### config.mk
export PLATFORM = sky130hd
export DESIGN_NAME = cmd_dispatcher
export DESIGN_NICKNAME = d
export VERILOG_FILES = /design/src/rtl/cmd_dispatcher.sv
export SDC_FILE = /design/constraint.sdc
export NUM_CORES = 1
export LEC_CHECK = 0
export BUFFER_PORTS_ARGS = -buffer_cell sky130_fd_sc_hd__buf_2
export CAP_MARGIN = 25
export CELL_PAD_IN_SITES_DETAIL_PLACEMENT = 1
export CELL_PAD_IN_SITES_GLOBAL_PLACEMENT = 2
export CORE_UTILIZATION = 35
export DETAILED_ROUTE_END_ITERATION = 6
export GPL_TIMING_DRIVEN = 0
export PLACE_DENSITY_LB_ADDON = 0.3
export SLEW_MARGIN = 30
export SYNTH_ARGS = -nofsm -noshare
export SYNTH_HDL_FRONTEND = slang
export SYNTH_SLANG_ARGS = --single-unit
export TNS_END_PERCENT = 1
### constraint.sdc
create_clock -name clk_50mhz -period 2.55 [get_ports clk_50mhz]
set_clock_uncertainty 0.05 [all_clocks]
set_input_delay 0.6375 -clock clk_50mhz [delete_from_list [all_inputs] [get_ports clk_50mhz]]
set_output_delay 0.6375 -clock clk_50mhz [all_outputs]
set_load 0.01 [all_outputs]
### src/rtl/cmd_dispatcher.sv
// Command dispatcher: a UART command byte activates one worker channel, supervised until done/abort/timeout.
// Timeout supervision is present only when CMD_DISPATCHER_TIMEOUT_EN is defined.
module cmd_dispatcher #(
  parameter int         N_CH           = 4,
  parameter logic [7:0] CMD_BASE       = 8'h20,
  parameter int         TIMEOUT_CYCLES = 50_000_000
) (
  input  logic            clk_50mhz,
  input  logic            reset,
  input  logic [7:0]      rx_data,
  input  logic            rx_ready,
  output logic [7:0]      tx_data,
  output logic            tx_start,
  input  logic            tx_active,
  output logic [N_CH-1:0] activate,
  input  logic [N_CH-1:0] done,
  output logic [7:0]      state,
  output logic            busy
);
  localparam logic [7:0] ACK      = 8'h06;
  localparam logic [7:0] NAK      = 8'h15;
  localparam logic [7:0] ABORT_CMD = 8'hFF;

  if (N_CH < 1 || N_CH > 16 || TIMEOUT_CYCLES < 2) begin : g_param_check
    $error("cmd_dispatcher: parameter out of range");
  end

  typedef enum logic {S_IDLE, S_RUN} fsm_t;

  fsm_t            fsm_q, fsm_d;
  logic [N_CH-1:0] act_q, act_d;
  logic [3:0]      ch_q, ch_d;
  logic [7:0]      state_q, state_d;
  logic [7:0]      tx_data_q, tx_data_d;
  logic            tx_start_q, tx_start_d;
  logic [1:0]      wr_ptr_q, wr_ptr_d, rd_ptr_q, rd_ptr_d;
  logic [2:0]      cnt_q, cnt_d;
  logic [7:0]      fifo_mem [4];

  logic       push, pop;
  logic [7:0] push_dat;
  logic [7:0] cmd_off;
  logic       cmd_valid, room, sel_done, timeout_hit;

  assign cmd_off   = rx_data - CMD_BASE;
  assign cmd_valid = (cmd_off < 8'(N_CH));
  // Occupancy limit of 3 keeps one slot free for the run's final report.
  assign room      = (cnt_q < 3'd3);
  assign sel_done  = |(done & act_q);
  assign pop       = (cnt_q != 3'd0) && !tx_active && !tx_start_q;

`ifdef CMD_DISPATCHER_TIMEOUT_EN
  localparam int            TW      = $clog2(TIMEOUT_CYCLES);
  localparam logic [TW-1:0] TO_LAST = TW'(TIMEOUT_CYCLES - 1);
  logic [TW-1:0] to_q, to_d;

  assign timeout_hit = (fsm_q == S_RUN) && (to_q == TO_LAST);

  always_comb begin
    to_d = '0;
    if (fsm_q == S_RUN) to_d = to_q + 1'b1;
  end

  always_ff @(posedge clk_50mhz or posedge reset) begin
    if (reset) to_q <= '0;
    else       to_q <= to_d;
  end
`else
  assign timeout_hit = 1'b0;
`endif

  always_comb begin
    fsm_d    = fsm_q;
    act_d    = act_q;
    ch_d     = ch_q;
    state_d  = state_q;
    push     = 1'b0;
    push_dat = NAK;
    if (fsm_q == S_IDLE) begin
      if (rx_ready && room) begin
        push = 1'b1;
        if (cmd_valid) begin
          fsm_d    = S_RUN;
          ch_d     = cmd_off[3:0];
          act_d    = N_CH'(1) << cmd_off[3:0];
          state_d  = rx_data;
          push_dat = ACK;
        end
      end
    end else begin
      if (sel_done || (rx_ready && rx_data == ABORT_CMD) || timeout_hit) begin
        fsm_d   = S_IDLE;
        act_d   = '0;
        state_d = 8'h00;
        push    = 1'b1;
        if (sel_done)                              push_dat = {4'h8, ch_q};
        else if (rx_ready && rx_data == ABORT_CMD) push_dat = {4'hA, ch_q};
        else                                       push_dat = {4'hE, ch_q};
      end else if (rx_ready && room) begin
        push = 1'b1;
      end
    end
  end

  always_comb begin
    tx_start_d = pop;
    tx_data_d  = pop ? fifo_mem[rd_ptr_q] : tx_data_q;
    wr_ptr_d   = push ? wr_ptr_q + 2'd1 : wr_ptr_q;
    rd_ptr_d   = pop ? rd_ptr_q + 2'd1 : rd_ptr_q;
    cnt_d      = cnt_q + 3'(push) - 3'(pop);
  end

  always_ff @(posedge clk_50mhz) begin
    if (push) fifo_mem[wr_ptr_q] <= push_dat;
  end

  always_ff @(posedge clk_50mhz or posedge reset) begin
    if (reset) begin
      fsm_q      <= S_IDLE;
      act_q      <= '0;
      ch_q       <= 4'd0;
      state_q    <= 8'h00;
      tx_data_q  <= 8'h00;
      tx_start_q <= 1'b0;
      wr_ptr_q   <= 2'd0;
      rd_ptr_q   <= 2'd0;
      cnt_q      <= 3'd0;
    end else begin
      fsm_q      <= fsm_d;
      act_q      <= act_d;
      ch_q       <= ch_d;
      state_q    <= state_d;
      tx_data_q  <= tx_data_d;
      tx_start_q <= tx_start_d;
      wr_ptr_q   <= wr_ptr_d;
      rd_ptr_q   <= rd_ptr_d;
      cnt_q      <= cnt_d;
    end
  end

  assign activate = act_q;
  assign state    = state_q;
  assign busy     = (fsm_q == S_RUN);
  assign tx_data  = tx_data_q;
  assign tx_start = tx_start_q;
endmodule
==> metrics.cfg, run 1 <==
[outcome]
status = completed

[clocking]
cts_tree = built
clockBufferDepth = 2
root_buffer = clkbuf_8
clk_pin_slew_worst_paths_ns = 0.07
hold_buffers = 0
h-tree-depth = 3
numCtsBuffers = 9
numClockSinks = 60
clock_latency_ns = 0.33

[timing]
rsz0062_at_grt = false
slew_headroom_pct = 52.3
drv_slew = 0
setup_viol = 0
hold_viol_final = 0
fmax_mhz = 431
max_slew.worst_pin.slew_ns = 0.715
worst_slack_ns = 0.230
hold_slack_ns = 0.373
post-route-min-period_ns = 2.32
period_share_pct = 91.0

[floorplan]
core.rowCount = 31
start_util_pct = 36.0
core_um2 = 7210
dieWidth_um = 88.1
io_pins = 38
die_height_um = 88.1
die_area_um2 = 7770

[grt]
grt_pass1_wl_um = 8710
first_global_vias = 1611
antenna_found_initial = 0
overflow = 0
grt_max_degree = 33
grt_usage_pct = 15.9

[routing]
drt-total-wl_um = 5190
viasPerCell = 4.82
post_drt_wl_per_cell_um = 16.1
firstDrtPassIters = 4
route.detailed.drc = 0
postRouteAntennaNets = 0
vias = 1557
drt-initial-drc-count = 50

[setup_path]
critPathKind = reg2reg
crit_buf_inv = 3
endpoint_kind = flip-flop
cp.arrival_ns = 2.50
worstPathRequired_ns = 2.73
crit_fanout = 3
crit_family = adder cells
slowest_stage = fa_1
cp_cell_sequence = a22oi_1 > nand2_1 > a221oi_4 > ha_1 > inv_1 > ha_1 > inv_1 > fa_1 > inv_1
cpPeakStageDelay_ns = 0.49
crit_top_cell = inv_1
crit_path_start_kind = flip-flop

[yosys]
syn_area_um2 = 2600
synth_edf_count = 28
synth_ff_type = dfrtp_1
yosysWarnings = 0
synth-seq-area-share_pct = 63.2
synth_seq_cells = 60
syn_avg_cell_area_um2 = 15.3
synthCells = 170
synth_cell_types = 42
async_flop_share_pct = 53.3
synth_nets = 195

[power_and_ir_drop]
irDropWorstVdd_v = 0.000267
p_leak_uw = 0.00130
p_per_area_nw_per_um2 = 941

[place]
dp_worst_setup_slack_ns = -0.315
routabilityCongestion = 0.724
numPortBuffers = 36
dp.cells = 305
dp_hpwl_um = 3630

[layout]
drive_gt1_share_pct = 39.3
layout_commonest_cell = buf_2
diodes = 0
layout_common_cells = buf_2, dfrtp_1, edfxtp_1
num-nets-final = 244
fill_cells = 776
final_cell_count_no_fill = 323
area_delta_synth_final_pct = 19.4
final_util_pct = 43.0

[hold_path]
hold_class = in2async

[job]
cap_violations = 0

power by group:
group / internal [uW] / switching (uW)
logic: 409 / 417
registers: 1220 / 111
clock network: 402 / 359
per-stage QoR:
step	cell area, um2	total power, uW	TNS [ns]
floorplan	2600	1910	0
global placement	2900	2140	-0.537
detailed placement	2900	2180	-0.604
CTS	3080	2950	0
global route	3100	3140	0
finish	3100	2920	0
final cells by class:
class	instances	area, um2	area share [%]
Buffer	7	48.8	1.57
Clock buffer	12	155	5.00
Clock inverter	4	23.8	0.766
Inverter	11	41.3	1.33
Multi-Input combinational cell	92	872	28.1
Sequential cell	60	1640	52.9
Tap cell	99	124	3.99
Timing Repair Buffer	38	195	6.29
path summary, 6_finish.rpt:
kind	from	endpoint	slack, ns	depth (start not counted)
worst min register to register	state[5]	state[5]	0.43	1
worst max-delay path	activate[0]	cnt_q[1]	0.23	9
worst min-delay path	reset	cnt_q[0]	0.37	2
min in group clk_50mhz	state[5]	state[5]	0.43	1
worst max register to register	activate[0]	cnt_q[1]	0.23	9
max in group asynchronous	reset	tx_data[7]	1.62	2
per-layer routing:
layer / wire (um) / share of wire, % / track usage (%)
met4: 74 / 1.4 / 6.16
met1: 2370 / 46 / 20.7
met2: 2510 / 48 / 25.4
met3: 234 / 4.5 / 4.52
met5: 0 / 0 / 0
logic make-up (layout without fill, tap and decap cells):
group,Yosys count,after routing,synth area share [%]
AOI/OAI and AO/OA,26,26,8.33
xor gates and xnor gates,5,5,1.69
adders and majority gates,9,9,4.62
buffers and inverters,18,72,3.47
DFF,60,60,63.2
muxes,16,16,10.1
other,1,1,0.144
and+or+nand+nor,35,35,8.43
cells in the mapped netlist (all sizes together) (5+ instances only):
cell type / number / area share, %
inv: 11 / 1.6
ha: 8 / 3.9
o22ai: 5 / 2.4
nand2: 6 / 0.87
buf: 6 / 1.7
edfxtp: 28 / 32
mux4: 7 / 6.1
mux2: 9 / 4.0
nor3: 5 / 1.5
dfrtp: 32 / 31
o21ai: 12 / 2.5
sequential cells by signal, indices dropped and copies added, names as in the netlist:
register,flops
busy,1
ch_q,4
wr_ptr_q,2
state,8
tx_start,1
fifo_mem,28
cnt_q,3
activate,4
rd_ptr_q,2
tx_data,7
timing repair:
item                                    4_1_cts  5_1_grt
gates resized for setup                       0        1
endpoints found under the setup margin        0        2
buffers inserted                              0        2
(Power assumes the default switching activity.)
==> inputs of run 2 (changes only) <==
--- a/config.mk
+++ b/config.mk
@@ -5,6 +5,7 @@
 export SDC_FILE = /design/constraint.sdc
 export NUM_CORES = 1
 export LEC_CHECK = 0
+export ABC_AREA = 1
 export BUFFER_PORTS_ARGS = -buffer_cell sky130_fd_sc_hd__buf_2
 export CAP_MARGIN = 25
 export CELL_PAD_IN_SITES_DETAIL_PLACEMENT = 1
==> run 2 against run 1 <==
  * Design area rose by 0.61%
  * Clock power fell by 3.7%
  * Synthesized cell count rose by 49%
  * Count of clock-buffer cells in the layout up 1
  * Critical endpoint unchanged
  * First-iteration DRC count unchanged
==> metrics.cfg, run 2 <==
[yosys]
synth-seq-area-share_pct = 61.9  ; -1.3 points
synth_common_cells = nor2_1, nand2_1, dfrtp_1, edfxtp_1, inv_1
async_flop_share_pct = 53.3  ; unchanged
synth_cell_types = 28  ; -33%
synth_top_area_cell = edfxtp_1
synth_edf_count = 28  ; unchanged
netlist_top_cells_area = edfxtp_1, dfrtp_1, nor2_1, nand2_1, inv_1
syn_area_um2 = 2650  ; +2.1%
syn_avg_cell_area_um2 = 10.4  ; -32%
synth_nets = 279  ; +43%
yosysWarnings = 0  ; unchanged
synth.most_common_cell = nor2_1
synth_seq_cells = 60  ; unchanged
synthCells = 254  ; +49%
netlist.area_leader.share_pct = 31.7  ; -0.67 points
synth_ff_type = dfrtp_1

[timing]
rsz0062_at_grt = false
period_share_pct = 89.1  ; -1.8 points
slew_headroom_pct = 47.5  ; -4.8 points
setup_viol = 0  ; unchanged
max_slew.worst_pin.slew_ns = 0.781  ; +0.0662 ns
hold_viol_final = 0  ; unchanged
drv_slew = 0  ; unchanged
post-route-min-period_ns = 2.27  ; -0.0469 ns
worst_slack_ns = 0.277  ; +0.0469 ns
fmax_mhz = 440  ; +2.1%

[floorplan]
dieWidth_um = 89.1  ; +1.0%
die_height_um = 89.1  ; +1.0%
die_area_um2 = 7930  ; +2.1%
io_pins = 38  ; unchanged
start_util_pct = 36.4  ; +0.37 points
core_um2 = 7290  ; +1.1%
core.rowCount = 31  ; unchanged

[place]
numPortBuffers = 36  ; unchanged
dp_hpwl_um = 4110  ; +13%
routabilityCongestion = 0.727  ; +0.41%
dp_worst_setup_slack_ns = -0.0789  ; +0.236 ns
place_area_um2 = 2960  ; +1.9%

[routing]
drt-total-wl_um = 5410  ; +4.2%
post_drt_wl_per_cell_um = 13.4  ; -17%
postRouteAntennaNets = 0  ; unchanged
viasPerCell = 4.45  ; -7.6%
firstDrtPassIters = 4  ; unchanged
route.detailed.drc = 0  ; unchanged
drt-initial-drc-count = 50  ; unchanged
vias = 1803  ; +16%

[layout]
final_util_pct = 42.8  ; -0.20 points
layout_commonest_cell = nor2_1
num-nets-final = 326  ; +34%
largest-register = fifo_mem
stdcell_area_um2 = 3120  ; +0.61%
largest_register_ffs = 28  ; unchanged
diodes = 0  ; unchanged
fill_cells = 883  ; +14%
drive_gt1_share_pct = 26.5  ; -13 points
layout_common_cells = nor2_1, buf_2, nand2_1
area_delta_synth_final_pct = 17.6

[grt]
grt_usage_pct = 15.7  ; -0.28 points
first_global_vias = 1838  ; +14%
grt_pass1_wl_um = 9000  ; +3.4%
use_met3_pct = 3.60  ; -0.92 points
grt_max_degree = 33  ; unchanged
grt_busiest_layer = met2
overflow = 0  ; unchanged
antenna_found_initial = 0  ; unchanged
grtUsageMet2_pct = 25.3  ; -0.13 points
gr-usage-met1_pct = 20.0  ; -0.62 points

[setup_path]
r2r_cells = 11  ; +2
crit_buf_inv = 5  ; +2
reg2reg_from = cnt_q[1]
cp_cell_sequence = buf_2 > nand2_1 > nor2_1 > nand3_1 > nand2_2 > nand2_4 > nand2_2 > inv_2 > ha_1 > inv_1 > ha_1 > inv_1 > fa_1 > inv_1
crit_top_cell = inv_1
crit_path_end = cnt_q[1]
cp.arrival_ns = 2.45  ; -0.05 ns
slowest_stage = fa_1
cpPeakStageDelay_ns = 0.47  ; -0.02 ns
timing.rr.end = cnt_q[1]
crit_path_start_kind = primary input
worstPathRequired_ns = 2.73  ; about the same
crit_family = adder cells
endpoint_kind = flip-flop
critPathKind = in2reg
crit_fanout = 7  ; +4
r2r_setup_slack_ns = 0.29  ; +0.06 ns
path_depth = 14  ; +5
crit_start = rx_data[7]

[clocking]
root_buffer = clkbuf_8
clk_pin_slew_worst_paths_ns = 0.07  ; about the same
clock_latency_ns = 0.33  ; about the same
h-tree-depth = 3  ; unchanged
clockBufferDepth = 2  ; unchanged
numCtsBuffers = 9  ; unchanged
hold_buffers = 0  ; unchanged
post_cts_buffers = 0  ; unchanged
cts_tree = built
cts_resized = 0  ; unchanged
numClockSinks = 60  ; unchanged

[job]
cap_violations = 0  ; unchanged

[power_and_ir_drop]
irDropWorstVdd_v = 0.000309  ; +15%
p_leak_uw = 0.00146  ; +12%
p_per_area_nw_per_um2 = 919  ; -2.3%

[hold_path]
hold_class = in2async

[outcome]
status = completed

run 2: worst min-delay path by stage:
stage | to | slack [ns] | cells past startpoint
after global placement | state[5] | 0.41 | 2
final | state[6] | 0.36 | 2
after global routing | cnt_q[2] | 0.43 | 2
after CTS | state[7] | 0.38 | 2
after detailed placement | state[5] | 0.41 | 2
after floorplan | ch_q[0] | 0.40 | 2
run 2: cell families (layout without fill, tap and decap cells):
| logic type | after synthesis | in the layout | synth area share, % |
|---|---|---|---|
| adders and majority gates | 9 | 9 | 4.53 |
| AOI/OAI and AO/OA | 24 | 24 | 4.86 |
| DFF | 60 | 60 | 61.9 |
| and+or+nand+nor | 116 | 116 | 20.7 |
| other | 1 | 1 | 0.141 |
| xor gates and xnor gates | 3 | 3 | 0.991 |
| buffers and inverters | 41 | 93 | 6.89 |
run 2: metal layers:
metal  vias up  part of all wire (%)
met1       847                    48
met5         -                     0
met2        43                    47
li1        905                     -
met4         0                   1.8
met3         8                   3.8
run 2: worst reg2reg max path: stages, from the launching register on:
cell,delay (ns)
dfrtp_1,0.43
ha_1,0.23
nand2_1,0.08
nand3_2,0.12
nand2_2,0.13
inv_2,0.07
ha_1,0.29
inv_1,0.06
ha_1,0.13
inv_1,0.05
fa_1,0.47
inv_1,0.05
run 2: metrics by stage:
stage / hold WS (ns) / std cells / total power (uW) / TNS, ns
after floorplan: 0.401 / 254 / 1900 / 0
after global placement: 0.408 / 389 / 2140 / -0.0357
after detailed placement: 0.414 / 389 / 2180 / -0.150
after CTS: 0.384 / 405 / 2920 / 0
after global routing: 0.427 / 405 / 3100 / 0
final: 0.357 / 405 / 2870 / 0
run 2: power by group:
group | internal (uW) | switching, uW
Clock | 375 | 358
Sequential | 1210 | 91.4
Combinational | 320 | 518
Total | 1900 | 968
run 2: layout make-up:
type | count | area (um2) | area share, %
Buffer | 8 | 57.6 | 1.84
Clock buffer | 13 | 149 | 4.77
Clock inverter | 3 | 15.0 | 0.481
Inverter | 33 | 125 | 4.01
Multi-Input combinational cell | 153 | 828 | 26.5
Sequential cell | 60 | 1640 | 52.6
Tap cell | 99 | 124 | 3.97
Timing Repair Buffer | 36 | 180 | 5.77
==> inputs of run 3 (changes only) <==
==> constraint.sdc (replaced) <==
create_clock -name clk_50mhz -period 2.1 [get_ports clk_50mhz]
set_clock_uncertainty 0.05 [all_clocks]
set_input_delay 0.21 -clock clk_50mhz [delete_from_list [all_inputs] [get_ports clk_50mhz]]
set_output_delay 0.21 -clock clk_50mhz [all_outputs]
set_load 0.01 [all_outputs]
==> run 3 against run 2 <==
  * Flip-flop and latch count unchanged
  * Largest power group unchanged
  * Clock power increased by 21%
  * Global-route usage increased by 0.48 points
  * Worst setup slack got worse by 0.27 ns
  * Via count increased by 2.5%
  * Combinational power increased by 39%
  * Hold slack got worse by 0.28 ns
  * Design area increased by 5.2%
  * Routed wire length increased by 4.2%
  * Critical path depth decreased by 4
  * Critical endpoint unchanged
  * Count of clock-buffer cells in the layout unchanged
==> metrics.cfg, run 3 (synthesis results as in run 2) <==
[setup_path]
r2r_cells = 10  ; -1
cp_cell_sequence = nor2_1 > nand2_1 > nand2_2 > inv_4 > ha_4 > inv_2 > ha_4 > inv_2 > fa_2 > inv_1
slowest_stage = fa_2
cp.arrival_ns = 2.27  ; -0.18 ns
timing.rr.end = cnt_q[1]
crit_fanout = 17  ; +10
worstPathRequired_ns = 2.28  ; -0.45 ns
endpoint_kind = flip-flop
reg2reg_from = cnt_q[0]
r2r_setup_slack_ns = 0.01  ; -0.28 ns
crit_path_start_kind = flip-flop
critPathKind = reg2reg
cpPeakStageDelay_ns = 0.55  ; +0.08 ns

[power_and_ir_drop]
intPower_uw = 2400  ; +26%
clkPwrFrac_pct = 24.4  ; -1.2 points
power_uw = 3640  ; +27%
p_leak_uw = 0.00152  ; +4.0%
irDropWorstVdd_v = 0.000375  ; +22%
combPwrFrac_pct = 32.2  ; +3.0 points
switching_share_pct = 34.1  ; +0.34 points
power_frac_seq_pct = 43.4  ; -1.8 points
switchingPower_uw = 1240  ; +28%
p_per_area_nw_per_um2 = 1110  ; +20%

[clocking]
numCtsBuffers = 9  ; unchanged
cts_tree = built
root_buffer = clkbuf_8
h-tree-depth = 3  ; unchanged
numClockSinks = 60  ; unchanged
clock_latency_ns = 0.33  ; about the same
clk_pin_slew_worst_paths_ns = 0.07  ; about the same
clockBufferDepth = 2  ; unchanged

[grt]
grt_max_degree = 33  ; unchanged
grt_pass1_wl_um = 9260  ; +2.8%
grt_usage_pct = 16.1  ; +0.48 points
overflow = 0  ; unchanged
antenna_found_initial = 0  ; unchanged
first_global_vias = 1889  ; +2.8%

[layout]
diodes = 0  ; unchanged
final_util_pct = 45.0  ; +2.2 points
layout_common_cells = nor2_1, buf_2, nand2_1
multi_input_area_um2 = 891  ; +7.6%
seq_area_um2 = 1640  ; unchanged
drive_gt1_share_pct = 33.3  ; +6.9 points
stdcell_area_um2 = 3280  ; +5.2%
largest_register_ffs = 28  ; unchanged
final_cell_count_no_fill = 417  ; +3.0%
area_delta_synth_final_pct = 23.8
fill_cells = 876  ; -0.79%
largest-register = fifo_mem
layout_commonest_cell = nor2_1
num-nets-final = 338  ; +3.7%

[place]
dp.cells = 389  ; unchanged
routabilityCongestion = 0.727  ; unchanged
numPortBuffers = 36  ; unchanged
place_area_um2 = 2960  ; unchanged
dp_hpwl_um = 4110  ; unchanged

[floorplan]
start_util_pct = 36.4  ; unchanged
die_height_um = 89.1  ; unchanged
core.rowCount = 31  ; unchanged
core_um2 = 7290  ; unchanged
dieWidth_um = 89.1  ; unchanged
die_area_um2 = 7930  ; unchanged
io_pins = 38  ; unchanged

[timing]
rsz0062_at_grt = true
slew_headroom_pct = 44.2  ; -3.2 points
fmax_mhz = 479
period_share_pct = 99.5
drv_slew = 0  ; unchanged
post-route-min-period_ns = 2.09
max_slew.worst_pin.slew_ns = 0.829  ; +0.0480 ns
hold_viol_final = 0  ; unchanged
setup_viol = 0  ; unchanged

[routing]
firstDrtPassIters = 4  ; unchanged
route.detailed.drc = 0  ; unchanged
vias = 1848  ; +2.5%
postRouteAntennaNets = 0  ; unchanged
post_drt_wl_per_cell_um = 13.5  ; +1.2%
viasPerCell = 4.43  ; -0.45%
drt-initial-drc-count = 56  ; +12%
drt-total-wl_um = 5630  ; +4.2%

[hold_path]
holdPathEnd = state[6]
hold_class = in2reg
min_path_cells = 3
hp-start = rx_data[6]

[outcome]
status = completed

[job]
cap_violations = 0  ; unchanged

## run 3: cell types whose count changed in the layout (fill, tap and decap cells not counted), moves of 3 or more
cell | before | now
buf_4 | 2 | 14
ha_1 | 8 | 5
nor2_1 | 54 | 49
nor2_2 | 1 | 6
nand2_1 | 36 | 33
## run 3: worst max-delay path by stage
stage | slack [ns] | end | from
2_1_floorplan | 0.04 | cnt_q[2] | cnt_q[1]
4_1_cts | 0.006 | cnt_q[1] | cnt_q[1]
5_1_grt | -0.09 | cnt_q[1] | activate[1]
3_3_place_gp | -0.10 | cnt_q[2] | cnt_q[1]
6_report | 0.01 | cnt_q[1] | cnt_q[0]
3_5_place_dp | -0.15 | cnt_q[1] | cnt_q[1]
## run 3: worst max-delay path: cells and delay by family (launching register included)
kind | cells | cell delay (ns)
and+or+nand+nor | 3 | 0.34
adders and majority gates | 3 | 0.92
DFF | 1 | 0.44
buffers and inverters | 4 | 0.25
## run 3: area by class of cell
cell class | count | area share (%)
multi-input cells | 153 | 27.1
flip-flops and latches | 60 | 50.0
plain buffers | 7 | 1.60
clock inverters | 3 | 0.457
repair buffers | 49 | 8.54
inverters | 33 | 3.96
clock buffers | 13 | 4.54
well taps | 99 | 3.77
## run 3: power by group through the flow
stage               sequential (uW)  combinational (uW)  clock [uW]
floorplan                      1630                 684           0
global placement               1590                1010           0
detailed placement             1600                1040           0
CTS                            1580                1090         918
global route                   1610                1370         956
finish                         1580                1170         887
## run 3: what timing repair did
action | in CTS | in global routing
resized for setup | 1 | 19
hold endpoints to repair | 32 | 0
endpoints found under the setup margin | 2 | 23
pin swaps | 3 | 8
setup buffers | 8 | 4
hold buffers | 1 | 0
## run 3: routing by layer
| metal | track usage, % | vias to the layer above | part of all wire [%] |
|---|---|---|---|
| met4 | 7.79 | 0 | 1.7 |
| li1 | - | 929 | - |
| met5 | 0 | - | 0 |
| met3 | 3.69 | 8 | 3.7 |
| met2 | 26.2 | 40 | 48 |
| met1 | 20.5 | 871 | 47 |
## run 3: per-stage QoR
step	setup slack [ns]	TNS [ns]	hold slack, ns
final	0.0103	0	0.0775
after global routing	-0.0887	-0.104	0.0940
after CTS	0.00610	0	0.0668
after detailed placement	-0.150	-0.293	0.320
after global placement	-0.102	-0.198	0.408
after floorplan	0.0367	0	0.276
